`config.mk`:
```
export PLATFORM = sky130hd
export DESIGN_NAME = pipelined_add_sub32
export DESIGN_NICKNAME = d
export VERILOG_FILES = /design/src/rtl/pipelined_add_sub32.sv
export SDC_FILE = /design/constraint.sdc
export NUM_CORES = 1
export LEC_CHECK = 0
export ABC_AREA = 1
export BUFFER_PORTS_ARGS = -buffer_cell sky130_fd_sc_hd__clkbuf_2
export CAP_MARGIN = 20
export CELL_PAD_IN_SITES_DETAIL_PLACEMENT = 1
export CELL_PAD_IN_SITES_GLOBAL_PLACEMENT = 2
export CORE_ASPECT_RATIO = 1.2
export CORE_MARGIN = 4
export CORE_UTILIZATION = 33
export CTS_BUF_LIST = sky130_fd_sc_hd__clkbuf_2
export DETAILED_ROUTE_END_ITERATION = 16
export GPL_ROUTABILITY_DRIVEN = 0
export GPL_TIMING_DRIVEN = 0
export PLACE_DENSITY = 0.86
export SETUP_SLACK_MARGIN = 0.15
export SLEW_MARGIN = 15
export SYNTH_ARGS = -nofsm -noshare
export SYNTH_HDL_FRONTEND = slang
export SYNTH_SLANG_ARGS = --single-unit
```
`constraint.sdc`:
```
create_clock -name clk -period 3.11 [get_ports clk]
set_clock_uncertainty 0.15 [all_clocks]
set_input_delay 0 -clock clk [delete_from_list [all_inputs] [get_ports clk]]
set_output_delay 0 -clock clk [all_outputs]
set_load 0.005 [all_outputs]
```
`src/rtl/pipelined_add_sub32.sv`:
```
// ---------------------------------------------------------------------------
// pipelined_add_sub32
//
// Two-stage pipelined adder/subtractor for the execute stage. It produces the
// raw sum and the signed overflow flag that set-less-than needs, and it also
// forms the final ADD/SUB/SLT result with carryout, overflow and zero flags.
//
// The carry chain is split in two. Stage 1 adds the low SPLIT bits and
// registers the carry out of that slice together with the untouched upper
// operand slices. Stage 2 finishes the upper slice, derives the flags and
// registers the architectural outputs.
//
// Ports
//   clk        clock, rising edge active
//   rst_n      asynchronous active-low reset
//   in_valid   operands/op valid
//   in_ready   stage 1 can accept this cycle
//   op         00=ADD, 01=SUB, 10=SLT, 11=reserved (behaves as ADD)
//   a, b       signed operands
//   flush      drops every in-flight operation at the next edge
//   out_valid  result valid
//   out_ready  consumer accepts the result
//   result     ADD/SUB: sum, SLT: {0..0, less-than bit}
//   sum        raw adder sum (a+b or a-b) regardless of op
//   carryout   carry out of the MSB (0 for SLT)
//   overflow   signed overflow of the add/sub (0 for SLT)
//   zero       result == 0
// ---------------------------------------------------------------------------
module pipelined_add_sub32 #(
  parameter int WIDTH = 32,
  parameter int SPLIT = 16
) (
  input  logic             clk,
  input  logic             rst_n,
  input  logic             in_valid,
  output logic             in_ready,
  input  logic [1:0]       op,
  input  logic [WIDTH-1:0] a,
  input  logic [WIDTH-1:0] b,
  input  logic             flush,
  output logic             out_valid,
  input  logic             out_ready,
  output logic [WIDTH-1:0] result,
  output logic [WIDTH-1:0] sum,
  output logic             carryout,
  output logic             overflow,
  output logic             zero
);

  localparam int HI = WIDTH - SPLIT;

  typedef enum logic [1:0] {
    OP_ADD = 2'b00,
    OP_SUB = 2'b01,
    OP_SLT = 2'b10,
    OP_RSV = 2'b11
  } op_e;

  // -------------------------------------------------------------------------
  // Handshake
  // -------------------------------------------------------------------------
  logic r_s1_valid;
  logic r_s2_valid;
  logic w_s2_free;
  logic w_s1_adv;
  logic w_accept;

  assign w_s2_free = !r_s2_valid || out_ready;
  assign w_s1_adv  = r_s1_valid && w_s2_free;
  // flush blocks acceptance so the same-cycle input is dropped with the rest
  assign in_ready  = !flush && (!r_s1_valid || w_s2_free);
  assign w_accept  = in_valid && in_ready;

  // -------------------------------------------------------------------------
  // Stage 1: operand conditioning and low-slice addition
  // -------------------------------------------------------------------------
  logic             w_sub;
  logic [WIDTH-1:0] w_b_eff;
  logic [SPLIT:0]   w_lo_full;

  // SUB and SLT compute a + ~b + 1; ADD and the reserved code add directly.
  assign w_sub = (op == OP_SUB) || (op == OP_SLT);

  generate
    for (genvar gi = 0; gi < WIDTH; gi++) begin : g_b_inv
      assign w_b_eff[gi] = b[gi] ^ w_sub;
    end
  endgenerate

  assign w_lo_full = {1'b0, a[SPLIT-1:0]} + {1'b0, w_b_eff[SPLIT-1:0]}
                   + {{SPLIT{1'b0}}, w_sub};

  logic [SPLIT-1:0] r_s1_lo_sum;
  logic             r_s1_lo_carry;
  logic [HI-1:0]    r_s1_a_hi;
  logic [HI-1:0]    r_s1_b_hi;
  logic             r_s1_a_msb;
  logic             r_s1_b_msb;
  logic [1:0]       r_s1_op;

  always_ff @(posedge clk or negedge rst_n) begin
    if (!rst_n) begin
      r_s1_valid    <= 1'b0;
      r_s1_lo_sum   <= '0;
      r_s1_lo_carry <= 1'b0;
      r_s1_a_hi     <= '0;
      r_s1_b_hi     <= '0;
      r_s1_a_msb    <= 1'b0;
      r_s1_b_msb    <= 1'b0;
      r_s1_op       <= 2'b00;
    end else begin
      if (flush) begin
        r_s1_valid <= 1'b0;
      end else if (w_accept) begin
        r_s1_valid <= 1'b1;
      end else if (w_s1_adv) begin
        r_s1_valid <= 1'b0;
      end

      if (w_accept) begin
        r_s1_lo_sum   <= w_lo_full[SPLIT-1:0];
        r_s1_lo_carry <= w_lo_full[SPLIT];
        r_s1_a_hi     <= a[WIDTH-1:SPLIT];
        r_s1_b_hi     <= w_b_eff[WIDTH-1:SPLIT];
        r_s1_a_msb    <= a[WIDTH-1];
        r_s1_b_msb    <= w_b_eff[WIDTH-1];
        r_s1_op       <= op;
      end
    end
  end

  // -------------------------------------------------------------------------
  // Stage 2: upper-slice addition, flags and result formation
  // -------------------------------------------------------------------------
  logic [HI:0]      w_hi_full;
  logic [WIDTH-1:0] w_sum;
  logic             w_carry_msb;
  logic             w_ovf;
  logic [WIDTH-1:0] w_result;
  logic             w_carry_out;
  logic             w_ovf_out;
  logic             w_zero;

  assign w_hi_full   = {1'b0, r_s1_a_hi} + {1'b0, r_s1_b_hi}
                     + {{HI{1'b0}}, r_s1_lo_carry};
  assign w_sum       = {w_hi_full[HI-1:0], r_s1_lo_sum};
  assign w_carry_msb = w_hi_full[HI];
  // Overflow: both effective operands share a sign that the sum does not.
  assign w_ovf       = (r_s1_a_msb == r_s1_b_msb) && (w_sum[WIDTH-1] != r_s1_a_msb);

  always_comb begin
    w_result    = w_sum;
    w_carry_out = w_carry_msb;
    w_ovf_out   = w_ovf;
    if (r_s1_op == OP_SLT) begin
      // a < b (signed) exactly when the sign of a-b disagrees with overflow
      w_result    = '0;
      w_result[0] = w_sum[WIDTH-1] ^ w_ovf;
      w_carry_out = 1'b0;
      w_ovf_out   = 1'b0;
    end
  end

  assign w_zero = (w_result == '0);

  logic [WIDTH-1:0] r_result;
  logic [WIDTH-1:0] r_sum;
  logic             r_carry;
  logic             r_ovf;
  logic             r_zero;

  always_ff @(posedge clk or negedge rst_n) begin
    if (!rst_n) begin
      r_s2_valid <= 1'b0;
      r_result   <= '0;
      r_sum      <= '0;
      r_carry    <= 1'b0;
      r_ovf      <= 1'b0;
      r_zero     <= 1'b0;
    end else begin
      // A flush wins over consumption: the output is discarded, not delivered.
      if (flush) begin
        r_s2_valid <= 1'b0;
      end else if (w_s1_adv) begin
        r_s2_valid <= 1'b1;
      end else if (out_ready) begin
        r_s2_valid <= 1'b0;
      end

      // Data only moves on an advance, so it stays stable under backpressure.
      if (w_s1_adv && !flush) begin
        r_result <= w_result;
        r_sum    <= w_sum;
        r_carry  <= w_carry_out;
        r_ovf    <= w_ovf_out;
        r_zero   <= w_zero;
      end
    end
  end

  assign out_valid = r_s2_valid;
  assign result    = r_result;
  assign sum       = r_sum;
  assign carryout  = r_carry;
  assign overflow  = r_ovf;
  assign zero      = r_zero;

endmodule

```
==> impl_metrics.toml <==
[yosys]
avgSynthCellArea_um2 = 7.83
synth-seq-area-share_pct = 44.6
synthXorXnorAreaFrac_pct = 5.72
netlist_area_um2 = 6730
async_reset_ff_share_pct = 100
syn_nets = 964
yosys.area.top_type = "dfrtp_1"
synth-seq-cells = 120
synth_mux_area_share_pct = 0
synth_cell_types = 38
synthAdderAreaFrac_pct = 6.47
synth_area_leaders = "dfrtp_1, nand2_1, o21ai_0"
yosys.area_share.simple_pct = 24.5
yosysTopAreaCellShare_pct = 44.6
synth_top_family_by_area = "simple AND/OR/NAND/NOR gates"
synth_edf_count = 0
synthCells = 860
ys_dominant_reg_cell = "dfrtp_1"
synth_compound_area_share_pct = 11.4
yosysWarnings = 0

[min_path]
worstHoldPathCells = 9
hold_class = "input pin to flip-flop"
holdPathEnd = "r_s1_lo_sum[10]"
worstHoldStart = "b[9]"

[power]
leakage_uw = 0.00501
power_frac_clock_pct = 18.7
power.switching_uw = 2200
vdd_drop_max_v = 0.000222
p_int_uw = 3350
pwr-share-comb_pct = 40.6
switching_share_pct = 39.6
power-per-cell-area_nw_per_um2 = 572
seq_power_share_pct = 40.6

[routing]
via_per_inst = 4.69
first_iter_violations = 226
postRouteWirelength_mm = 23.7
drcViolationCount = 0
antenna_left = 0
dr_total_vias = 6847
post_drt_wl_per_cell_um = 16.2
drtPass1Iterations = 4

[cts]
cts_tree = "yes"
clock_path_buffers = 2
h-tree-depth = 4
clk_pin_slew_worst_paths_ns = 0.17
cts.sinks = 120
postCtsSetupRepairBufs = 0
cts_made_buffers = 17
clkLatencyLatePin_ns = 0.74
root_buffer = "clkbuf_2"

[global_route]
grt_pass1_wl_mm = 38.4
gr-total-overflow = 0
grt_use_total_pct = 21.3
antenna_found_initial = 1
grt_start_max_net_pins = 91
grt_pass1_vias = 7424

[sta]
setup_viol = 0
layout_min_cycle_time_ns = 2.83
fin_tns_setup_ns = 0
fmaxAchievable_ghz = 0.353
finalHoldViolations = 0
rsz0062_at_grt = "no"
finalMaxSlewViolations = 0
period_share_pct = 91.1
slew_headroom_pct = 61.7
fin_hold_ws_ns = 0.0671
tightest_slew_ns = 0.575

[critical_path]
regToRegStartpoint = "out_valid"
worstPathMaxFanout = 10
path_class = "input pin to flip-flop"
rr_worst_depth = 8
worstSetupEndpointType = "flip-flop"
r2r_setup_slack_ns = 0.44
crit_path_start_kind = "input pin"
cp.required_ns = 3.54
reg2reg_to = "r_s1_a_hi[0]"
critPathArrivalTime_ns = 3.27

[run_status]
status = "finished clean"

[floorplan]
die_y_um = 164
row_count = 57
io_pins = 140
coreArea_um2 = 20200
die_area_um2 = 22800
initial_utilization_pct = 33.4
die_w_um = 138

[placement]
portBuffers = 139
hpwlAfterDp_mm = 16.1

[cells_and_area]
layout_commonest_cell = "nand2_1"
final_cell_mix = "nand2_1, dlygate4sd3_1, clkbuf_2, dfrtp_1, inv_1"
area_growth_pct = 44.1
drive_above_1_share_pct = 17.9
fin_nets = 1284

[run]
cap_violations = 0
-- routing by layer --
metal | GRT usage, % | wire [µm] | up-vias
li1 | - | - | 3372
met1 | 25.5 | 10100 | 3318
met2 | 39.1 | 12400 | 138
met3 | 4.00 | 913 | 19
met4 | 5.75 | 287 | 0
met5 | 0 | 0 | -
-- cells in the mapped netlist, drive strengths merged, types with 3 or more instances --
cell    number
a21oi       38
nand2      300
nor3        10
xnor2       39
nand4        6
nand3b       3
inv         96
xor2         5
buf         16
and2         3
or2          3
fa           3
ha          30
o21ai       83
nor2        41
nand3       31
o31ai       10
clkbuf      14
dfrtp      120
-- per-stage QoR --
stage | instances | worst slack, ns | power (µW) | cell area, µm² | utilization [%]
2_1_floorplan | 860 | 0.930 | 3390 | 6730 | -
3_3_place_gp | 1264 | -0.00502 | 4170 | 7760 | 38.5
3_5_place_dp | 1265 | 0.357 | 4250 | 7800 | 38.6
4_1_cts | 1459 | 0.174 | 5550 | 9670 | 47.9
5_1_grt | 1459 | 0.134 | 6000 | 9710 | 48.1
6_report | 1459 | 0.276 | 5550 | 9710 | 48.1
-- registers in the layout, indices dropped and copies added (netlist names) --
signal         cells
result            32
carryout           1
zero               1
r_s1_valid         1
overflow           1
r_s1_a_hi         16
r_s1_op            2
sum               32
r_s1_lo_carry      1
r_s1_lo_sum       16
r_s1_b_hi         16
out_valid          1
-- critical path, stage by stage --
cell and delay [ns]:
dlygate4sd3_1 0.56, clkbuf_2 0.13, inv_1 0.07, nand2_1 0.09, nand2_4 0.13, buf_12 0.17, xnor2_1 0.13, inv_1 0.06
ha_1 0.37, nand2_1 0.11, o21ai_1 0.21, nand2_1 0.10, nand3_2 0.11, nand3_1 0.08, nand2_1 0.11, nand2_1 0.06
dlygate4sd3_1 0.56, nand3_1 0.10, o21ai_0 0.10
-- logic make-up (layout without fill, tap and decap cells) --
family	after synthesis	count (layout)
compound gates	140	140
fa+ha+maj	33	33
flops	120	120
buf+inv	126	459
xor+xnor	44	44
simple gates	397	397
other cells	0	1
-- how the worst max path moves through the flow --
| stage | start | endpoint | slack, ns | depth (start not counted) |
|---|---|---|---|---|
| after floorplan | r_s1_lo_carry | zero | 0.93 | 13 |
| after global placement | rst_n | sum[13] | -0.005 | 1 |
| after detailed placement | op[1] | r_s1_lo_sum[12] | 0.36 | 17 |
| after CTS | op[0] | r_s1_lo_sum[12] | 0.17 | 16 |
| after global routing | op[1] | r_s1_lo_sum[12] | 0.13 | 19 |
| final | op[0] | r_s1_lo_sum[12] | 0.28 | 19 |
-- final cells by class --
type	instances	area [µm²]
Multi-Input combinational cell	614	3260
Fill cell	2526	10500
Buffer	30	155
Inverter	96	360
Sequential cell	120	3000
Clock inverter	14	151
Timing Repair Buffer	301	2350
Clock buffer	18	90.1
Antenna cell	1	2.50
Tap cell	265	332
-- power by group through the flow --
| stage | logic, µW | clock network (µW) | registers (µW) |
|---|---|---|---|
| after floorplan | 1170 | 0 | 2220 |
| after global placement | 1910 | 0 | 2270 |
| after detailed placement | 1960 | 0 | 2290 |
| after CTS | 2230 | 1070 | 2250 |
| after global routing | 2550 | 1140 | 2310 |
| final | 2250 | 1040 | 2260 |
-- repair_timing --
action                                  4_1_cts  5_1_grt
endpoints found under the hold margin       183        0
resized for setup                             0       14
endpoints found under the setup margin        0        9
hold buffers                                162        0
Note: power is estimated with default switching activity, not from simulation.
